## src/rtl/xram_pkg.sv

```systemverilog
// Shared types and helpers for the external asynchronous SRAM controller.
package xram_pkg;

    typedef enum logic [2:0] {
        IDLE,
        SETUP,
        ACCESS,
        HOLD,
        DONE
    } state_e;

    localparam int WCNT_W = 4;

    function automatic int NB(input int dw);
        return 32 / dw;
    endfunction

    function automatic int BSH(input int dw);
        return (dw == 16) ? 1 : 0;
    endfunction

endpackage

```

## src/rtl/xram_ctrl.sv

```systemverilog
// External async SRAM controller: splits a 32-bit CPU access into DW-wide beats
// with registered strobes, wait states, write hold and pad turnaround.
module xram_ctrl
    import xram_pkg::*;
#(
    parameter int AW      = 19,
    parameter int DW      = 16,
    parameter int WAIT_RD = 2,
    parameter int WAIT_WR = 2
) (
    input  logic                   clk,
    input  logic                   reset,
    input  logic                   req_valid,
    input  logic                   req_we,
    input  logic [AW+BSH(DW)-1:0]  req_addr,
    input  logic [31:0]            req_wdata,
    input  logic [3:0]             req_wstrb,
    output logic                   ready,
    output logic [31:0]            rdata,
    output logic                   busy,
    output logic [AW-1:0]          xa,
    output logic [DW-1:0]          xdo,
    input  logic [DW-1:0]          xdi,
    output logic                   xd_oe,
    output logic                   xce_n,
    output logic                   xoe_n,
    output logic                   xwe_n,
    output logic [DW/8-1:0]        xbe_n
);

    localparam int NBEATS = NB(DW);
    localparam int BSHIFT = BSH(DW);
    localparam int BPB    = DW / 8;

    state_e              state_q, state_d;
    logic [1:0]          beat_q, beat_d;
    logic [WCNT_W-1:0]   wcnt_q, wcnt_d;
    logic                we_q, we_d;
    logic [AW-1:0]       base_q, base_d;
    logic [31:0]         wdata_q, wdata_d;
    logic [3:0]          wstrb_q, wstrb_d;
    logic [31:0]         rdata_q, rdata_d;
    logic [AW-1:0]       xa_q, xa_d;
    logic [DW-1:0]       xdo_q, xdo_d;
    logic [BPB-1:0]      xbe_n_q, xbe_n_d;
    logic                xce_n_q, xce_n_d, xoe_n_q, xoe_n_d, xwe_n_q, xwe_n_d;
    logic                xd_oe_q, xd_oe_d, ready_q, ready_d, busy_q, busy_d;
    logic [2:0]          nxt;
    logic                active;

    function automatic logic [BPB-1:0] beat_strb(input logic [3:0] strb, input int k);
        return strb[k*BPB +: BPB];
    endfunction

    // {found, index} of the first beat at or after 'from'; writes skip empty-strobe beats
    function automatic logic [2:0] next_beat(input logic we, input logic [3:0] strb, input int from);
        logic [2:0] r;
        r = '0;
        for (int k = NBEATS - 1; k >= 0; k--) begin
            if (k >= from && (!we || beat_strb(strb, k) != '0)) r = {1'b1, k[1:0]};
        end
        return r;
    endfunction

    always_comb begin
        state_d = state_q;
        beat_d  = beat_q;
        wcnt_d  = wcnt_q;
        we_d    = we_q;
        base_d  = base_q;
        wdata_d = wdata_q;
        wstrb_d = wstrb_q;
        rdata_d = rdata_q;
        nxt     = '0;

        case (state_q)
            IDLE: begin
                if (req_valid) begin
                    we_d    = req_we;
                    base_d  = AW'(req_addr >> BSHIFT) & ~AW'(NBEATS - 1);
                    wdata_d = req_wdata;
                    wstrb_d = req_wstrb;
                    nxt     = next_beat(req_we, req_wstrb, 0);
                    state_d = nxt[2] ? SETUP : DONE;
                    beat_d  = nxt[1:0];
                end
            end
            SETUP: begin
                state_d = ACCESS;
                wcnt_d  = we_q ? WCNT_W'(WAIT_WR) : WCNT_W'(WAIT_RD);
            end
            ACCESS: begin
                if (wcnt_q != '0) begin
                    wcnt_d = wcnt_q - 1'b1;
                end else if (we_q) begin
                    state_d = HOLD;
                end else begin
                    rdata_d[beat_q*DW +: DW] = xdi;
                    nxt     = next_beat(1'b0, wstrb_q, int'(beat_q) + 1);
                    state_d = nxt[2] ? SETUP : DONE;
                    beat_d  = nxt[1:0];
                end
            end
            HOLD: begin
                nxt     = next_beat(1'b1, wstrb_q, int'(beat_q) + 1);
                state_d = nxt[2] ? SETUP : DONE;
                beat_d  = nxt[1:0];
            end
            DONE:    state_d = IDLE;
            default: state_d = IDLE;
        endcase

        // Pad outputs are decoded from the next state so every strobe is a flop
        active  = (state_d == SETUP) || (state_d == ACCESS) || (state_d == HOLD);
        xce_n_d = !active;
        xoe_n_d = !(state_d == ACCESS && !we_d);
        xwe_n_d = !(state_d == ACCESS && we_d);
        xd_oe_d = active && we_d;
        xbe_n_d = '1;
        if (active) xbe_n_d = we_d ? ~beat_strb(wstrb_d, int'(beat_d)) : '0;
        xa_d  = xa_q;
        xdo_d = xdo_q;
        if (state_d == SETUP) begin
            xa_d = base_d + AW'(beat_d);
            if (we_d) xdo_d = wdata_d[beat_d*DW +: DW];
        end
        ready_d = (state_d == DONE);
        busy_d  = (state_d != IDLE);
    end

    always_ff @(posedge clk) begin
        if (reset) begin
            state_q <= IDLE;
            beat_q  <= '0;
            wcnt_q  <= '0;
            rdata_q <= '0;
            xa_q    <= '0;
            xdo_q   <= '0;
            xbe_n_q <= '1;
            xce_n_q <= 1'b1;
            xoe_n_q <= 1'b1;
            xwe_n_q <= 1'b1;
            xd_oe_q <= 1'b0;
            ready_q <= 1'b0;
            busy_q  <= 1'b0;
        end else begin
            state_q <= state_d;
            beat_q  <= beat_d;
            wcnt_q  <= wcnt_d;
            rdata_q <= rdata_d;
            xa_q    <= xa_d;
            xdo_q   <= xdo_d;
            xbe_n_q <= xbe_n_d;
            xce_n_q <= xce_n_d;
            xoe_n_q <= xoe_n_d;
            xwe_n_q <= xwe_n_d;
            xd_oe_q <= xd_oe_d;
            ready_q <= ready_d;
            busy_q  <= busy_d;
        end
    end

    // Latched request fields are only meaningful while a transfer is in flight
    always_ff @(posedge clk) begin
        we_q    <= we_d;
        base_q  <= base_d;
        wdata_q <= wdata_d;
        wstrb_q <= wstrb_d;
    end

    assign ready = ready_q;
    assign rdata = rdata_q;
    assign busy  = busy_q;
    assign xa    = xa_q;
    assign xdo   = xdo_q;
    assign xd_oe = xd_oe_q;
    assign xce_n = xce_n_q;
    assign xoe_n = xoe_n_q;
    assign xwe_n = xwe_n_q;
    assign xbe_n = xbe_n_q;

endmodule
```

## config.mk

```make
export PLATFORM = sky130hd
export DESIGN_NAME = xram_ctrl
export DESIGN_NICKNAME = d
export VERILOG_FILES = /design/src/rtl/xram_pkg.sv /design/src/rtl/xram_ctrl.sv
export SDC_FILE = /design/constraint.sdc
export NUM_CORES = 1
export LEC_CHECK = 0
export CAP_MARGIN = 10
export CELL_PAD_IN_SITES_DETAIL_PLACEMENT = 2
export CELL_PAD_IN_SITES_GLOBAL_PLACEMENT = 2
export CORE_ASPECT_RATIO = 1.75
export CORE_UTILIZATION = 26
export CTS_CLUSTER_SIZE = 40
export DETAILED_ROUTE_END_ITERATION = 8
export GPL_ROUTABILITY_DRIVEN = 0
export HOLD_SLACK_MARGIN = 0.06
export PLACE_DENSITY_LB_ADDON = 0.1
export SLEW_MARGIN = 20
export SYNTH_ARGS = -nofsm -noshare
export SYNTH_HDL_FRONTEND = slang
export SYNTH_SLANG_ARGS = --single-unit
```

## constraint.sdc

```tcl
create_clock -name clk -period 4.08 [get_ports clk]
set_input_delay 0.612 -clock clk [delete_from_list [all_inputs] [get_ports clk]]
set_output_delay 0.612 -clock clk [all_outputs]
set_load 0.05 [all_outputs]
```

==> flow_summary_export.csv <==
group,metric,value,unit
drt,drc,0,
clocking,cts-root-buf,"clkbuf_16",
finish,area_growth,41.1,%
placement,postPlaceCellArea,7680,um^2
min_path,min_path_type,"reg -> reg",
critical_path,reg2reg_depth,13,
critical_path,rr_endpoint,"xa[16]$_SDFFE_PP0N_",
finish,drive_above_1_share,9.11,%
min_path,min_from,"wdata_q[10]$_DFF_P_",
job,maxCapViolations,0,
clocking,post-cts-setup-buffer-count,0,
critical_path,r2r_start,"wcnt_q[0]$_SDFFE_PP0P_",
critical_path,path_cells,"inv_1, ha_1, or3b_1, nor4_4, a211o_2, or2_2, ha_1, fa_1, nand2_1, nor4_2, or2_0, a31o_2, a32o_1",
global_routing,grt_antenna_before_repair,0,
synthesis,syn_nets,773,
drt,ant_nets,0,
synthesis,ys_types,63,
drt,top_layer_used,"met4",
clocking,cts_buffer_depth,2,
clocking,numCtsBuffers,17,
timing,finClkSkew,0.0107,ns
pwr,powerDensity,571,nW/um^2
synthesis,synth_ff_type,"dfxtp_1",
floorplanning,row_count,72,
clocking,path_clk_slew,0.06,ns
timing,tns,0,ns
critical_path,required,4.41,ns
drt,drt_iter0_drc,181,
clocking,htree_levels,4,
critical_path,cp.arrival,4.00,ns
clocking,cts.sinks,140,
global_routing,grt_use_total,18.9,%
drt,met1_length,7650,um
critical_path,r2r_slack,0.41,ns
timing,hold_viol,0,
pwr,leakagePower,3.29,nW
finish,num_antenna_cells,0,
timing,tightestPinTransition,0.878,ns
drt,vias,5620,
clocking,holdBufCountCts,0,
floorplanning,die_w,116,um
synthesis,ys_seq_elements,140,
placement,port_buffers,148,
drt,firstDrtPassIters,4,
pwr,peakVddDrop,0.282,mV
drt,dr_wl_met3,773,um
critical_path,cp_common_cell,"ha_1",
run_status,status,"finished, final reports clean",
synthesis,synth.most_common_cell,"nand2_1",
floorplanning,coreArea,22200,um^2
synthesis,synth-edff-count,0,
global_routing,grt_max_degree,52,
global_routing,grt_pass1_wl,33400,um
finish,nNetsFinal,916,
floorplanning,die_h,201,um
synthesis,synth_commonest_cells,"nand2_1 (193), dfxtp_1 (140), nand3_1 (46), a21oi_1 (44)",
global_routing,gr-total-overflow,0,
critical_path,critPathKind,"reg -> reg",
drt,wl,20800,um
critical_path,crit_path_end_kind,"register",
floorplanning,ios,151,
synthesis,syn_inst,690,
critical_path,slowest_delay,0.45,ns
synthesis,synthArstFlopShare,0,%
clocking,insertion_delay,0.43,ns
clocking,cts_resized,0,
floorplanning,dieArea,23400,um^2
synthesis,yosysTopAreaCellShare,47.4,%
drt,viasPerCell,4.93,
synthesis,synth-warning-count,0,
timing,setup_viol,0,
placement,dpl.hpwl,15400,um
drt,drt-wirelength-per-cell,18.2,um
timing,slew_headroom,41.5,%
synthesis,yosysSeqAreaShare,47.4,%
floorplanning,initial_core_util,26.7,%
global_routing,grt_pass1_vias,6295,
clocking,tritoncts,"built",
finish,final_core_util,37.6,%
synthesis,ys_top_cells_by_area,"dfxtp_1 (47%), nand2_1 (12%), nand3_1 (3.9%)",
timing,fmax,273,MHz
synthesis,mappedNetlistArea,5910,um^2
timing,finalCritPeriodShare,89.9,%
synthesis,yosys.area.top_type,"dfxtp_1",
timing,rsz0062_at_grt,"false",
synthesis,syn_avg_cell_area,8.56,um^2
critical_path,cpMaxStageDelayCell,"fa_1",
timing,fin_crit,3.67,ns
drt,wl_met2,12000,um
timing,drv_slew,0,
min_path,hold_depth,2,
finish,stdcell_area,8340,um^2
critical_path,crit_path_max_fanout,7,
min_path,holdPathEnd,"wdata_q[10]$_DFF_P_",
critical_path,cp-start-kind,"register",
## flip-flops by register name, indices dropped and copies added, names as in the netlist
signal / cells
xce_n: 1
busy: 1
rdata: 32
xa: 19
xd_oe: 1
we_q: 1
xwe_n: 1
xdo: 16
base_q: 19
state_q: 3
xoe_n: 1
xbe_n: 2
ready: 1
wstrb_q: 4
wcnt_q: 4
beat_q: 2
wdata_q: 32
## layout make-up
class / count / area, um^2
Tap cell: 296 / 370
Inverter: 12 / 45.0
Multi-Input combinational cell: 492 / 2830
Timing Repair Buffer: 170 / 1640
Fill cell: 2542 / 13800
Clock inverter: 11 / 191
Clock buffer: 20 / 457
Sequential cell: 140 / 2800
## kinds of logic (layout without fill, tap and decap cells)
group,after synthesis,in the layout,share of synthesized area (%)
xor gates and xnor gates,6,6,0.889
AOI/OAI and AO/OA,125,125,15.2
buffers and inverters,58,213,4.89
adders and majority gates,7,7,1.61
DFF,140,140,47.4
muxes,13,13,2.41
and+or+nand+nor,341,341,27.6
## layout by cell type (no fill, tap or decap), types with 10 or more instances in the layout
master             n
clkbuf_16         17
o21bai_1          16
inv_1             11
nand2_1          193
or3_1             20
nor2_1            16
clkdlybuf4s50_1  147
o21ai_0           10
buf_4             22
nand3_1           46
a32o_1            21
nand4_1           17
dfxtp_1          140
a21oi_1           44
## layer usage
metal	vias up	global-route usage [%]
met1	2756	18.4
met4	0	7.97
li1	2701	-
met5	-	0
met3	32	3.86
met2	131	37.0
## power by group
| group | switching (mW) | total, mW | internal (mW) |
|---|---|---|---|
| clock network | 0.598 | 1.71 | 1.11 |
| logic | 0.833 | 1.32 | 0.483 |
| registers | 0.129 | 1.73 | 1.60 |
| total | 1.56 | 4.76 | 3.20 |
## worst max-delay path by stage
stage                                start             endpoint  cells past startpoint
floorplan                        req_valid  xa[16]$_SDFFE_PP0N_                     14
global placement                 req_valid  xa[16]$_SDFFE_PP0N_                     11
detailed placement               req_valid   xa[8]$_SDFFE_PP0N_                     14
CTS                 wcnt_q[0]$_SDFFE_PP0P_  xa[16]$_SDFFE_PP0N_                     13
global route        wcnt_q[0]$_SDFFE_PP0P_  xa[16]$_SDFFE_PP0N_                     13
finish              wcnt_q[0]$_SDFFE_PP0P_  xa[16]$_SDFFE_PP0N_                     13
## critical path, delay by kind of cell, from the launching register on
kind | cells | cell delay, ns
AOI/OAI and AO/OA | 3 | 0.84
adders and majority gates | 3 | 0.94
buffers and inverters | 1 | 0.07
DFF | 1 | 0.42
and+or+nand+nor | 6 | 1.30
## through the flow
stage / std cells / power [mW] / worst slack [ns] / hold slack, ns
floorplan: 690 / 2.60 / 0.298 / 0.411
global placement: 1110 / 3.03 / 0.143 / 0.425
detailed placement: 1110 / 3.09 / 0.0697 / 0.430
CTS: 1141 / 4.83 / 0.378 / 0.445
global route: 1141 / 5.01 / 0.225 / 0.470
finish: 1141 / 4.76 / 0.411 / 0.443
Power figures use the tool's default switching activity.
